## config.mk

```make
export PLATFORM = sky130hd
export DESIGN_NAME = aes_lfsr_sequencer
export DESIGN_NICKNAME = d
export VERILOG_FILES = /design/src/rtl/aes_seq_pkg.sv /design/src/rtl/lfsr_xnor.sv /design/src/rtl/aes_lfsr_sequencer.sv
export SDC_FILE = /design/constraint.sdc
export NUM_CORES = 1
export LEC_CHECK = 0
export ABC_AREA = 1
export BUFFER_PORTS_ARGS = -buffer_cell sky130_fd_sc_hd__buf_4
export CAP_MARGIN = 20
export CORE_MARGIN = 2
export CORE_UTILIZATION = 35
export CTS_CLUSTER_SIZE = 28
export DETAILED_ROUTE_END_ITERATION = 6
export MAX_ROUTING_LAYER = met4
export PLACE_DENSITY_LB_ADDON = 0.12
export REMOVE_ABC_BUFFERS = 1
export SETUP_SLACK_MARGIN = 0.5
export SLEW_MARGIN = 15
export SYNTH_ARGS = -nofsm -noshare
export SYNTH_HDL_FRONTEND = slang
export SYNTH_HIERARCHICAL = 1
export SYNTH_SLANG_ARGS = --single-unit
```

## constraint.sdc

```tcl
create_clock -name clk -period 6.24 [get_ports clk]
set_input_delay 0.936 -clock clk [delete_from_list [all_inputs] [get_ports clk]]
set_output_delay 0.936 -clock clk [all_outputs]
set_load 0.005 [all_outputs]
```

## src/rtl/aes_seq_pkg.sv

```systemverilog
// rtl/aes_seq_pkg.sv - shared states, LFSR taps and default seeds for the AES stimulus sequencer
package aes_seq_pkg;

    typedef enum logic [2:0] {
        IDLE,
        LOAD,
        RUN,
        DRAIN,
        DONE
    } seq_state_t;

    // Four 8-bit tap positions per width, most significant tap first.
    localparam logic [31:0] TAPS_128 = {8'd127, 8'd125, 8'd100, 8'd98};
    localparam logic [31:0] TAPS_192 = {8'd191, 8'd189, 8'd177, 8'd176};
    localparam logic [31:0] TAPS_256 = {8'd255, 8'd253, 8'd250, 8'd245};

    localparam logic [127:0] PT_SEED_DEF   = {4{32'hDEADBEEF}};
    localparam logic [31:0]  KEY_SEED_WORD = 32'hCAFEFEED;

    // Tap position i (0..3) for an LFSR of width w; unknown widths fall back to 128.
    function automatic int lfsr_tap(input int w, input int i);
        logic [31:0] taps;
        case (w)
            192:     taps = TAPS_192;
            256:     taps = TAPS_256;
            default: taps = TAPS_128;
        endcase
        return 32'(taps[8*(3-i) +: 8]);
    endfunction

endpackage

```

## src/rtl/lfsr_xnor.sv

```systemverilog
// rtl/lfsr_xnor.sv - Fibonacci XNOR LFSR with synchronous seed load and advance enable
module lfsr_xnor
    import aes_seq_pkg::*;
#(
    parameter int           W    = 128,
    parameter logic [W-1:0] SEED = {W{1'b0}}
) (
    input  logic         clk,
    input  logic         rst_n,
    input  logic         load,
    input  logic         en,
    output logic [W-1:0] q
);

    localparam int T0 = lfsr_tap(W, 0);
    localparam int T1 = lfsr_tap(W, 1);
    localparam int T2 = lfsr_tap(W, 2);
    localparam int T3 = lfsr_tap(W, 3);

    logic fb;

    // XNOR feedback keeps all-zeros legal; all-ones is the lock-up state.
    assign fb = ~(q[T0] ^ q[T1] ^ q[T2] ^ q[T3]);

    // Seed on reset or load, otherwise shift left with feedback into bit 0 when enabled.
    always_ff @(posedge clk or negedge rst_n) begin
        if (!rst_n) begin
            q <= SEED;
        end else if (load) begin
            q <= SEED;
        end else if (en) begin
            q <= {q[W-2:0], fb};
        end
    end

endmodule

```

## src/rtl/aes_lfsr_sequencer.sv

```systemverilog
// rtl/aes_lfsr_sequencer.sv - LFSR stimulus sequencer for AES cores; AES_SEQ_SIG_EN adds a MISR sig output
module aes_lfsr_sequencer
    import aes_seq_pkg::*;
#(
    parameter int               KEY_W    = 128,
    parameter int               AES_LAT  = 21,
    parameter int               KEY_HOLD = 1,
    parameter logic [127:0]     PT_SEED  = PT_SEED_DEF,
    parameter logic [KEY_W-1:0] KEY_SEED = {KEY_W/32{KEY_SEED_WORD}}
) (
    input  logic             clk,
    input  logic             rst_n,
    input  logic             start,
    input  logic             abort,
    input  logic [31:0]      num_tests,
    output logic [127:0]     pt,
    output logic [KEY_W-1:0] key,
    output logic             pt_valid,
    input  logic [127:0]     aes_ct,
    output logic             ct_valid,
    output logic [127:0]     ct_data,
    output logic [31:0]      ct_index,
    output logic             busy,
    output logic             done
`ifdef AES_SEQ_SIG_EN
    ,
    output logic [127:0]     sig
`endif
);

    localparam logic [31:0] HOLD_LAST = 32'(KEY_HOLD - 1);

    seq_state_t         state;
    seq_state_t         state_nxt;
    logic [AES_LAT-1:0] vpipe;
    logic [31:0]        num_lat;
    logic [31:0]        issued;
    logic [31:0]        hold_cnt;
    logic               accept;
    logic               kill;
    logic               lfsr_load;
    logic               pt_en;
    logic               key_en;

    // abort wins over start even while idle
    assign accept    = (state == IDLE) && start && !abort;
    assign kill      = busy && abort;
    assign lfsr_load = (state == LOAD);
    assign pt_en     = (state == RUN);
    assign key_en    = pt_en && (hold_cnt == HOLD_LAST);
    assign ct_valid  = vpipe[AES_LAT-1];
    assign ct_data   = aes_ct;

    lfsr_xnor #(.W(128), .SEED(PT_SEED)) u_pt_lfsr (
        .clk   (clk),
        .rst_n (rst_n),
        .load  (lfsr_load),
        .en    (pt_en),
        .q     (pt)
    );

    lfsr_xnor #(.W(KEY_W), .SEED(KEY_SEED)) u_key_lfsr (
        .clk   (clk),
        .rst_n (rst_n),
        .load  (lfsr_load),
        .en    (key_en),
        .q     (key)
    );

    // State register.
    always_ff @(posedge clk or negedge rst_n) begin
        if (!rst_n) begin
            state <= IDLE;
        end else begin
            state <= state_nxt;
        end
    end

    // Next-state and per-state handshake outputs.
    always_comb begin
        state_nxt = state;
        pt_valid  = 1'b0;
        busy      = 1'b0;
        done      = 1'b0;
        case (state)
            IDLE: begin
                if (accept) state_nxt = LOAD;
            end
            LOAD: begin
                busy = 1'b1;
                if (abort)               state_nxt = IDLE;
                else if (num_lat == '0)  state_nxt = DONE;
                else                     state_nxt = RUN;
            end
            RUN: begin
                busy     = 1'b1;
                pt_valid = 1'b1;
                if (abort)                             state_nxt = IDLE;
                else if (issued == num_lat - 32'd1)    state_nxt = DRAIN;
            end
            DRAIN: begin
                busy = 1'b1;
                if (abort)             state_nxt = IDLE;
                else if (vpipe == '0)  state_nxt = DONE;
            end
            DONE: begin
                done      = 1'b1;
                state_nxt = IDLE;
            end
            default: state_nxt = IDLE;
        endcase
    end

    // Run length is captured with the accepted start; issue, key-group and result counters restart on LOAD.
    always_ff @(posedge clk or negedge rst_n) begin
        if (!rst_n) begin
            num_lat  <= '0;
            issued   <= '0;
            hold_cnt <= '0;
            ct_index <= '0;
        end else begin
            if (accept) num_lat <= num_tests;
            if (lfsr_load) begin
                issued   <= '0;
                hold_cnt <= '0;
                ct_index <= '0;
            end else begin
                if (pt_en) begin
                    issued   <= issued + 32'd1;
                    hold_cnt <= key_en ? '0 : hold_cnt + 32'd1;
                end
                if (ct_valid) ct_index <= ct_index + 32'd1;
            end
        end
    end

    // Valid pipe mirrors the core latency; abort flushes every in-flight test.
    always_ff @(posedge clk or negedge rst_n) begin
        if (!rst_n) begin
            vpipe <= '0;
        end else if (kill) begin
            vpipe <= '0;
        end else begin
            vpipe[0] <= pt_valid;
            for (int i = 1; i < AES_LAT; i++) begin
                vpipe[i] <= vpipe[i-1];
            end
        end
    end

`ifdef AES_SEQ_SIG_EN
    // MISR over returned ciphertexts; holds its final value until the next LOAD.
    always_ff @(posedge clk or negedge rst_n) begin
        if (!rst_n) begin
            sig <= '0;
        end else if (lfsr_load) begin
            sig <= '0;
        end else if (ct_valid) begin
            sig <= {sig[126:0], sig[127]} ^ ct_data;
        end
    end
`endif

endmodule

```

Yosys cells after proc, flatten, opt, wreduce, memory -nomap -nowiden. Cells that the tools add are included.

Register bits after elaboration: 408. Memories kept: 0. Output and inout port bits: 420. ROM bits: 0. Logic and storage cells: 65. Bits of input ports: 164. Latch bits: 0. RAM bits: 0.

Multiply operators: 0. Add/subtract/negate cells: 4. Equality and inequality tests: 8. Reduce and logical (&&, ||, !) cells: 14. Shifts and indexed selects: 0. Order comparisons: 0. Bitwise logic cells: 8. Mux-type cells: 23. Div/mod/pow operators: 0.

Operator list (count): 128-bit 2-to-1 mux (4); 32-bit 2-to-1 mux (7); 32-bit by 1-bit adder with 32-bit output, second input constant (3); 32-bit zero test (2); 32-bit == test (1); 32-bit by 1-bit subtractor with 32-bit output, second input constant (1); 21-bit zero test (1); 21-bit 2-to-1 mux (1); 3-bit 2-to-1 mux (7); 3-bit case mux with 4 select lines (1); 3-bit by 2-bit == test with 1-bit output, second input constant (2); 2-bit nonzero test (3); 1-bit XOR (6); 1-bit logical AND (4); 3-bit by 1-bit == test with 1-bit output, second input constant (1); 3-bit == test, second input constant (1); 3-bit zero test (1); 1-bit 2-to-1 mux (3); 3-bit by 2-bit != test with 1-bit output, second input constant (1); 3-bit != test, second input constant (1); 3-bit AND reduction (1); 3-bit OR reduction (1); 2-bit != test, second input constant (1); 1-bit NOT (2); 1-bit zero test (1).

Logic depth before layout (Yosys ltp).
Depth after elaboration: 6. Mapped depth: 16. Depth with buffers taken out: 16.

Cells and area by module. Netlist, hierarchy kept.

By module, submodules not included: aes_lfsr_sequencer (sequential area each 3803.6 µm², area each 10038.4 µm², cells each 1388, instances 1); lfsr_xnor at u_pt_lfsr (sequential area each 3323.2 µm², area each 4989.8 µm², cells each 425, instances 1); lfsr_xnor at u_key_lfsr (sequential area each 3323.2 µm², area each 4932.2 µm², cells each 425, instances 1).

Worst setup path before layout. Ideal clock, no wire load.

Kind: reg-to-output. Start: register state[2]. End: output port pt_valid. Arrival time: 1.324 ns. Slack: 3.980 ns. Buffers on the path: 2. Stages on the path, launching flop included: 6. Data required time: 5.304 ns. Path through: dfrtp_1 -> inv_1 -> nand3_1 -> inv_2 -> clkbuf_1 -> clkbuf_1.

Longest elaborated chain between the ends: 2.

RTL lines: start, declared (RTL line aes_lfsr_sequencer.sv:33) `seq_state_t state;`; start signal, assigned (RTL line aes_lfsr_sequencer.sv:75) `state <= state_nxt;`; 3-bit by 2-bit == test with 1-bit output (RTL line aes_lfsr_sequencer.sv:85) `case (state)`; 1-bit 2-to-1 mux (RTL line aes_lfsr_sequencer.sv:85); end, declared (RTL line aes_lfsr_sequencer.sv:18) `output logic pt_valid,`.

Every way passes these cells.

Worst setup path after layout.
Start: register state[2]. End: register u_key_lfsr.q[54].

Longest elaborated chain between the ends: 3. Elaborated cells between the ends (all ways): 5. Classes of those cells: eq/ne: 2; mux: 1; reduce/logical: 2.

RTL lines: 3-bit by 2-bit == test with 1-bit output (RTL line aes_lfsr_sequencer.sv:49) `assign pt_en = (state == RUN);`; 1-bit logical AND (RTL line aes_lfsr_sequencer.sv:50) `assign key_en = pt_en && (hold_cnt == HOLD_LAST);`; named net key_en (RTL line aes_lfsr_sequencer.sv:43) `logic key_en;`; 2-bit nonzero test (no source line); end signal, assigned (RTL line lfsr_xnor.sv:32) `q <= {q[W-2:0], fb};`; end, declared (RTL line lfsr_xnor.sv:12) `output logic [W-1:0] q`.

The timed path passes the listed nets, and every way through them passes these cells. A chain may end at the register's enable or synchronous reset.

==> reports/results.ini <==
[run_status]
status = finished clean

[global_route]
grt_max_degree = 131
grt_antenna_before_repair = 0
grt_usage_pct = 26.32
grt_pass1_vias = 16010
grt_pass1_wl_um = 111300
grt_overflow_total = 0

[synth]
synth-edff-count = 0
synth_seq_cells = 408
synth_top_area_share_pct = 27.08
synth_ff_type = dfrtp_1
ys_types = 50
synth_top_area_cell = dfrtp_1
ys_async_sr_fraction_pct = 100.0
ys_warn_count = 6
synth_area_leaders = dfrtp_1 (27%), dfstp_2 (25%), inv_1 (8.3%), a22oi_1 (7.1%), nand2_1 (6.4%)
syn_area_um2 = 19960
ys_seq_area_share_pct = 52.35
synthCells = 2238
syn_area_per_cell_um2 = 8.919

[critical_path]
cp-end-kind = flip-flop
crit_type = reg -> reg
worst_setup_path_start_kind = flip-flop
cp_max_fo = 80
cp_data_arrival_time_ps = 3860
cp_data_required_time_ps = 6690

[final_layout]
drive_above_1_share_pct = 27.23
antennaDiodeCount = 0
fill_cells = 5625
layout_commonest_cell = inv_1
finalNetCount = 2588
layout_common_cells = inv_1 (438), nand2_1 (341), buf_4 (335)
syn2layout_area_growth_pct = 19.15
final_area_um2 = 23780

[pwr]
p_leak_nw = 11.96
p_sw_share_pct = 36.39
power.density_nw_per_um2 = 424.6
p_clk_share_pct = 29.5
ir_drop_v = 0.0002513
switching_power_mw = 3.674
finalPower_mw = 10.10
seqPwrFrac_pct = 38.1
p_comb_share_pct = 32.4
p_int_mw = 6.423

[sta]
slew_viol_final = 0
setup_ws_ps = 2834
final-setup-viol-count = 0
rsz0062_at_grt = false
setup_tns_ps = 0
min_period_ps = 3406
worst-slew-pin-transition_ps = 1077
finClkSkew_ps = 26.29
fmax_mhz = 293.6
slew_headroom_pct = 28.19
hold_viol = 0
timing.final.crit_share_pct = 54.59

[route]
ant_nets = 0
vias = 16380
vias_per_cell = 5.096
drtPass1Iterations = 5
wl_um = 76490
drc = 0
drt_iter0_markers = 1546
wl_per_cell_um = 23.81

[die]
start_util_pct = 35.40
fp.dieArea_um2 = 58960
core_area_um2 = 56390
dieWidth_um = 242.8
die_h_um = 242.8
ioPinCount = 584
rows = 87

[placement]
io_buffers = 327
dpl_worst_slack_ps = 2867
dp_hpwl_um = 52810
place_area_um2 = 22090
gp_congestion = 0.8485

[hold_path]
hold_path.class = in -> async

[clock_tree]
cts_max_path_buffers = 3
insertion_delay_ps = 590
cts_setup_buffers = 0
ctsHoldBuffers = 0
tritoncts = yes
clk_transition_reported_paths_ps = 60
cts.repair.resized = 0
cts_sinks = 408
numCtsBuffers = 47
htreeDepth = 2
cts.root.buffer_cell = clkbuf_16

[run]
cap_violations = 0

==> flip-flops by register name (all words and copies together) (netlist names) <==
| register | cells |
|---|---|
| hold_cnt | 32 |
| u_key_lfsr/q | 128 |
| num_lat | 32 |
| ct_index | 32 |
| u_pt_lfsr/q | 128 |
| issued | 32 |
| vpipe | 21 |
| state | 3 |
==> path summary, 6_finish.rpt <==
| kind | depth (start not counted) | startpoint | slack, ps | to |
|---|---|---|---|---|
| setup reg to reg | 11 | state[2]$_DFFE_PN0P_ | 2830 | u_key_lfsr/q[54]$_DFFE_PN1P_ |
| hold reg to reg | 2 | vpipe[5]$_DFF_PN0_ | 470 | vpipe[6]$_DFF_PN0_ |
| hold / removal | 1 | rst_n | 380 | ct_index[8]$_DFFE_PN0P_ |
| max in group asynchronous | 2 | rst_n | 4450 | u_pt_lfsr/q[120]$_DFFE_PN0P_ |
| setup / recovery | 11 | state[2]$_DFFE_PN0P_ | 2830 | u_key_lfsr/q[54]$_DFFE_PN1P_ |
| min in group clk | 2 | vpipe[5]$_DFF_PN0_ | 470 | vpipe[6]$_DFF_PN0_ |
==> per-stage QoR <==
stage | hold WS [ps] | instances | utilization (%)
floorplan | 436.5 | 2032 | -
global placement | 444.6 | 3126 | 39.18
detailed placement | 451.0 | 3126 | 39.18
CTS | 433.9 | 3213 | 42.18
global route | 458.4 | 3213 | 42.18
finish | 379.0 | 3213 | 42.18
==> final cells by class <==
| cell class | instances | area, um^2 | share of cell area [%] |
|---|---|---|---|
| sequential | 408 | 10450 | 43.94 |
| tap | 756 | 945.9 | 3.977 |
| clock inverter | 23 | 360.3 | 1.515 |
| timing repair buffer | 338 | 2570 | 10.81 |
| multi-input combinational | 1163 | 6396 | 26.89 |
| inverter | 461 | 1730 | 7.276 |
| clock buffer | 64 | 1330 | 5.592 |
==> Yosys cell counts (2+ instances only) <==
| library cell | count |
|---|---|
| buf_1 | 3 |
| nor3_1 | 36 |
| nor3_4 | 2 |
| dfrtp_1 | 216 |
| a21oi_1 | 42 |
| or2_2 | 3 |
| nor4_1 | 19 |
| nand3_1 | 59 |
| nor2_4 | 8 |
| nand3b_1 | 7 |
| a31oi_1 | 4 |
| nor3_2 | 4 |
| a22oi_1 | 189 |
| buf_2 | 38 |
| o21bai_1 | 5 |
| inv_2 | 19 |
| dfstp_2 | 192 |
| o21ai_1 | 12 |
| inv_1 | 439 |
| o22ai_1 | 81 |
| nor2_2 | 13 |
| o21ai_0 | 67 |
| nor3b_1 | 3 |
| xnor2_1 | 12 |
| mux2i_1 | 3 |
| nand2_2 | 7 |
| a211oi_1 | 3 |
| nand2_1 | 341 |
| nand3_2 | 3 |
| a221oi_1 | 2 |
| nor2_1 | 135 |
| nand4_1 | 35 |
| buf_6 | 9 |
| a21o_1 | 2 |
| xor2_1 | 46 |
| clkinv_1 | 3 |
| buf_4 | 135 |
| ha_1 | 5 |
| clkbuf_1 | 21 |
| o211ai_1 | 5 |
==> power by group through the flow <==
| stage | clock network [mW] | registers, mW | logic (mW) |
|---|---|---|---|
| finish | 2.98 | 3.85 | 3.27 |
| global route | 3.17 | 3.92 | 3.64 |
| CTS | 3.08 | 3.84 | 3.30 |
| detailed placement | 0 | 3.87 | 3.29 |
| global placement | 0 | 3.87 | 3.26 |
| floorplan | 0 | 3.78 | 1.76 |
==> cells by family after synthesis <==
| logic type | count (synthesis) | synth area share, % |
|---|---|---|
| AOI/OAI and AO/OA | 417 | 13.70 |
| xor gates and xnor gates | 58 | 2.545 |
| adders and majority gates | 5 | 0.3134 |
| buffers and inverters | 667 | 15.66 |
| DFF | 408 | 52.35 |
| muxes | 4 | 0.2069 |
| and+or+nand+nor | 679 | 15.23 |
==> critical path, cell delays in order, from the launching register on <==
cell	delay [ps]
dfrtp_1	440
inv_1	100
nand3_1	90
buf_4	200
inv_2	430
nand2_1	100
nor4_1	150
and2_1	320
inv_2	90
nor2_4	350
buf_4	730
a22oi_1	170
==> layer usage <==
layer | GRT usage, % | part of all wire (%) | vias up
met5 | - | 0 | -
met4 | 5.882 | 2.2 | 0
met3 | 15.98 | 15 | 106
met2 | 34.74 | 40 | 769
met1 | 33.89 | 43 | 8042
li1 | - | - | 7458
(Power assumes the default switching activity.)
